`src/rtl/instr_fetch.sv`:
```
// Instruction fetch stage: issues word reads for the current PC, tags responses with their PC,
// and buffers {pc, instr} pairs for decode with credit-based flow control and flush support.
module instr_fetch #(
  parameter int unsigned DEPTH = 2
) (
  input  logic        clk_i,
  input  logic        rst_i,
  input  logic [31:0] pc_i,
  output logic        stall_o,
  input  logic        flush_i,
  output logic        imem_req_o,
  output logic [31:0] imem_addr_o,
  input  logic        imem_gnt_i,
  input  logic        imem_rvalid_i,
  input  logic [31:0] imem_rdata_i,
  output logic        instr_valid_o,
  output logic [31:0] instr_o,
  output logic [31:0] instr_pc_o,
  input  logic        instr_ready_i
);

  localparam int unsigned AW = (DEPTH > 1) ? $clog2(DEPTH) : 1;
  localparam int unsigned CW = $clog2(DEPTH + 1);
  localparam int unsigned SW = CW + 1;

  logic [CW-1:0] out_q, out_d;
  logic [CW-1:0] disc_q, disc_d;
  logic [CW-1:0] occ_q, occ_d;
  logic [AW-1:0] tag_wr_q, tag_wr_d, tag_rd_q, tag_rd_d;
  logic [AW-1:0] ins_wr_q, ins_wr_d, ins_rd_q, ins_rd_d;
  logic [31:0]   tag_mem_q [DEPTH];
  logic [31:0]   ins_pc_q  [DEPTH];
  logic [31:0]   ins_dat_q [DEPTH];

  logic pop, fire, rsp, keep;
  logic [SW-1:0] credit_used;

  // Pop counts toward credit in the same cycle so DEPTH=2 sustains one fetch per cycle.
  always_comb begin
    pop         = instr_valid_o & instr_ready_i;
    credit_used = SW'(out_q) + SW'(occ_q) - SW'(pop);
    imem_req_o  = !rst_i && !flush_i && (credit_used < SW'(DEPTH));
    imem_addr_o = pc_i;
    fire        = imem_req_o & imem_gnt_i;
    stall_o     = rst_i | (!fire & !flush_i);
    // A response with nothing outstanding is a protocol error and is ignored.
    rsp         = imem_rvalid_i && (out_q != '0);
    keep        = rsp && (disc_q == '0) && !flush_i;
  end

  always_comb begin
    out_d    = out_q + CW'(fire) - CW'(rsp);
    tag_wr_d = tag_wr_q + AW'(fire);
    tag_rd_d = tag_rd_q + AW'(rsp);
    disc_d   = disc_q;
    occ_d    = occ_q + CW'(keep) - CW'(pop);
    ins_wr_d = ins_wr_q + AW'(keep);
    ins_rd_d = ins_rd_q + AW'(pop);
    if (flush_i) begin
      // Every response still owed after this cycle must be dropped.
      disc_d   = out_q - CW'(rsp);
      occ_d    = '0;
      ins_wr_d = '0;
      ins_rd_d = '0;
    end else if (rsp && (disc_q != '0)) begin
      disc_d = disc_q - CW'(1);
    end
  end

  always_ff @(posedge clk_i) begin
    if (rst_i) begin
      out_q    <= '0;
      disc_q   <= '0;
      occ_q    <= '0;
      tag_wr_q <= '0;
      tag_rd_q <= '0;
      ins_wr_q <= '0;
      ins_rd_q <= '0;
      for (int i = 0; i < int'(DEPTH); i++) begin
        tag_mem_q[i] <= '0;
        ins_pc_q[i]  <= '0;
        ins_dat_q[i] <= '0;
      end
    end else begin
      out_q    <= out_d;
      disc_q   <= disc_d;
      occ_q    <= occ_d;
      tag_wr_q <= tag_wr_d;
      tag_rd_q <= tag_rd_d;
      ins_wr_q <= ins_wr_d;
      ins_rd_q <= ins_rd_d;
      if (fire) tag_mem_q[tag_wr_q] <= pc_i;
      if (keep) begin
        ins_pc_q[ins_wr_q]  <= tag_mem_q[tag_rd_q];
        ins_dat_q[ins_wr_q] <= imem_rdata_i;
      end
    end
  end

  assign instr_valid_o = (occ_q != '0);
  assign instr_o       = ins_dat_q[ins_rd_q];
  assign instr_pc_o    = ins_pc_q[ins_rd_q];

endmodule

```
`config.mk`:
```
export PLATFORM = sky130hd
export DESIGN_NAME = instr_fetch
export DESIGN_NICKNAME = d
export VERILOG_FILES = /design/src/rtl/instr_fetch.sv
export SDC_FILE = /design/constraint.sdc
export NUM_CORES = 1
export LEC_CHECK = 0
export CORE_ASPECT_RATIO = 0.8
export CORE_UTILIZATION = 48
export DETAILED_ROUTE_END_ITERATION = 10
export GPL_TIMING_DRIVEN = 0
export PLACE_DENSITY = 0.77
export SLEW_MARGIN = 30
export SYNTH_ARGS = -nofsm -noshare
export SYNTH_HDL_FRONTEND = slang
export SYNTH_SLANG_ARGS = --single-unit
```
`constraint.sdc`:
```
create_clock -name clk_i -period 2.66 [get_ports clk_i]
set_input_delay 0.399 -clock clk_i [delete_from_list [all_inputs] [get_ports clk_i]]
set_output_delay 0.399 -clock clk_i [all_outputs]
set_load 0.02 [all_outputs]
```
==> metrics.yaml <==
outcome:
  status: "finished, violations left"
  violations: "negative setup slack"
grt:
  grt_pass1_vias: 5762
  grt_usage: 0.205
  antenna_found_initial: 0
  grt-ovfl-total: 0
  grt_pass1_wl_mm: 30.8
  grt_max_degree: 48
setup_path:
  critPathKind: "reg2out"
  path_max_fanout: 3
  startpoint: "occ_q[1]$_SDFF_PP0_"
  reg2reg_to: "tag_mem_q[0][3]$_SDFFCE_PN0P_"
  worst_setup_path_end_kind: "primary output"
  rrSetupSlack_ns: -0.26
  cp.arrival_ns: 2.59
  reg2regPathDepth: 12
  worst_ep_required_time_ns: 2.26
  r2r_start: "occ_q[1]$_SDFF_PP0_"
  setup.worst_path.start_class: "flop"
  worstSetupEndpoint: "stall_o"
layout:
  diodes: 0
  fin_area_um2: 12400
  multi_input_area_um2: 2790
  drive_gt1_frac: 0.266
  area_growth_pct: 35.3
  mostFrequentLayoutCells: "192 x edfxtp_1, 161 x clkdlybuf4s50_1, 96 x mux2_2, 73 x nor2_1, 64 x and3_1"
  mostFrequentLayoutCell: "edfxtp_1"
  n_fill_cell: 1316
  fin_cells: 1163
  register_area_um2: 5970
  utilization: 0.674
  final_nets: 972
synthesis:
  yosys_warnings: 0
  synth-main-ff-cell: "edfxtp_1"
  ys_seq_area_frac: 0.649
  syn-num-nets: 743
  yosysTopAreaCell: "edfxtp_1"
  async_flop_share: 0
  synth_top_cell_area_share: 0.627
  synthCells: 665
  ys_types: 33
  syn_avg_cell_area_um2: 13.8
  yosys_register_bits: 202
  synth.area.top_cells: "edfxtp_1 63%, mux2_2 12%, and2_1 4.4%, and3_1 4.4%, nor2_1 3.0%"
  synth_edf_count: 192
  syn_area_um2: 9190
pwr:
  clkPwrFrac: 0.307
  internal_power_mw: 6.57
  p_sw_frac: 0.263
  ir_worst_vdd_uv: 379
  total_leakage_power_nw: 4.95
  p_comb_frac: 0.252
  p_seq_frac: 0.441
  power-per-cell-area_nw_per_um2: 716
  power_mw: 8.91
  p_switching_mw: 2.34
detailed_routing:
  ant_nets: 0
  remaining_drc_errors: 0
  drt_wl_total_mm: 20.3
  dr_total_vias: 5814
  viasPerCell: 5.00
  dr.first_iter.drc_count: 336
  wl_per_cell_um: 17.5
  drtPass1Iterations: 5
timing:
  hold_slack_ns: 0.199
  setup_slack_ns: -0.332
  skew_ns: 0.0219
  setup_violations: 132
  post-route-period-util: 1.12
  rsz0062_at_grt: "true"
  hold_viol_final: 0
  worst_slew_pin_slew_ns: 0.667
  relSlewSlack: 0.555
  slew_violations: 0
  finalSetupTns_ns: -21.87
  max_freq_mhz: 334
  min_period_ns: 2.99
placed_design:
  portBuffers: 167
  dp_hpwl_mm: 12.6
  dp.cells: 1087
  gp_congestion: 0.767
  place_ws_ns: -0.947
  post_dp_cell_area_um2: 11300
floorplan:
  core_area_um2: 18400
  row_count: 44
  io_pins: 169
  start_util: 0.498
  dieArea_um2: 19700
  die_h_um: 126
  die_w_um: 157
cts:
  ctsHoldBuffers: 0
  clk_pin_slew_worst_paths_ns: 0.06
  clk-insertion-delay-late_ns: 0.50
  clockBufferDepth: 3
  cts_root_buf: "clkbuf_16"
  cts_max_level: 1
  numCtsBuffers: 22
  cts.sinks: 202
  cts_tree: "done"
run:
  maxCapViolCount: 0
worst_hold_path:
  hold_path_class: "in2reg"
## logic make-up (layout without fill, tap and decap cells)
group                      count (synthesis)  after routing  share of synthesized area
AOI/OAI and AO/OA                         13             13                     0.0102
xor gates and xnor gates                   8              8                    0.00762
adders and majority gates                  8              8                     0.0117
buffers and inverters                     87            329                     0.0569
DFF                                      202            202                      0.649
muxes                                     96             96                      0.118
and+or+nand+nor                          251            254                      0.147
## worst max-delay path, stage by stage (launching register included)
cell and delay, ns:
dfxtp_2 0.32, o21a_1 0.19, ha_1 0.28, inv_2 0.07, nand2_2 0.06, fa_2 0.57
nand4bb_4 0.13, nand2b_4 0.17, a21o_1 0.16, buf_6 0.13
## how the worst min path moves through the flow
stage,start,end,slack (ns),cells past startpoint
finish,flush_i,disc_q[0]$_SDFFE_PP0P_,0.20,3
global route,flush_i,disc_q[0]$_SDFFE_PP0P_,0.19,3
CTS,flush_i,disc_q[0]$_SDFFE_PP0P_,0.18,3
detailed placement,ins_wr_q$_SDFF_PP0_,ins_wr_q$_SDFF_PP0_,0.49,2
global placement,ins_wr_q$_SDFF_PP0_,ins_wr_q$_SDFF_PP0_,0.48,2
floorplan,ins_wr_q$_SDFF_PP0_,ins_wr_q$_SDFF_PP0_,0.46,2
## flip-flops by register name, summed over array words and instances (netlist names)
register   cells
ins_wr_q       1
occ_q          2
disc_q         2
ins_pc_q      64
tag_mem_q     64
ins_rd_q       1
ins_dat_q     64
tag_rd_q       1
out_q          2
tag_wr_q       1
## what timing repair did
action / CTS / global route
endpoints found under the setup margin: 186 / 140
pin swaps: 7 / 3
hold endpoints to repair: 0 / 0
buffers inserted: 18 / 7
gates cloned: 11 / 1
resized for setup: 42 / 13
## per-layer routing
metal / part of all wire / wire, um / vias up / track usage
met2: 0.48 / 9680 / 208 / 0.338
met5: 0 / 0 / - / 0
li1: - / - / 2795 / -
met4: 0.014 / 291 / 0 / 0.0409
met1: 0.43 / 8820 / 2785 / 0.281
met3: 0.074 / 1510 / 26 / 0.0461
## power groups by stage
| stage | registers, mW | logic, mW | clock network, mW |
|---|---|---|---|
| floorplan | 3.97 | 1.21 | 0 |
| global placement | 3.99 | 1.88 | 0 |
| detailed placement | 3.99 | 1.92 | 0 |
| CTS | 3.93 | 2.20 | 2.77 |
| global route | 3.95 | 2.41 | 2.92 |
| finish | 3.93 | 2.25 | 2.73 |
## area by class of cell
cell class,instances,share of cell area
multi-input combinational,379,0.225
tap,253,0.0255
sequential,202,0.480
inverter,12,0.00362
timing repair buffer,202,0.174
buffer,75,0.0410
clock buffer,34,0.0496
clock inverter,6,0.00211
## cells in the mapped netlist (2+ instances only)
master    count
and3_1       65
a21oi_1       2
buf_6         7
and2_1       65
nor3b_4       2
clkbuf_1     17
buf_4        32
nand2_1      35
ha_1          7
xor2_1        2
dfxtp_1      10
edfxtp_1    192
a21o_1        5
inv_1        12
buf_2        19
nand2b_1      2
mux2_2       96
or2_2         3
nor2_1       73
xnor2_1       6
No activity file was read; power rests on OpenSTA's default activity.
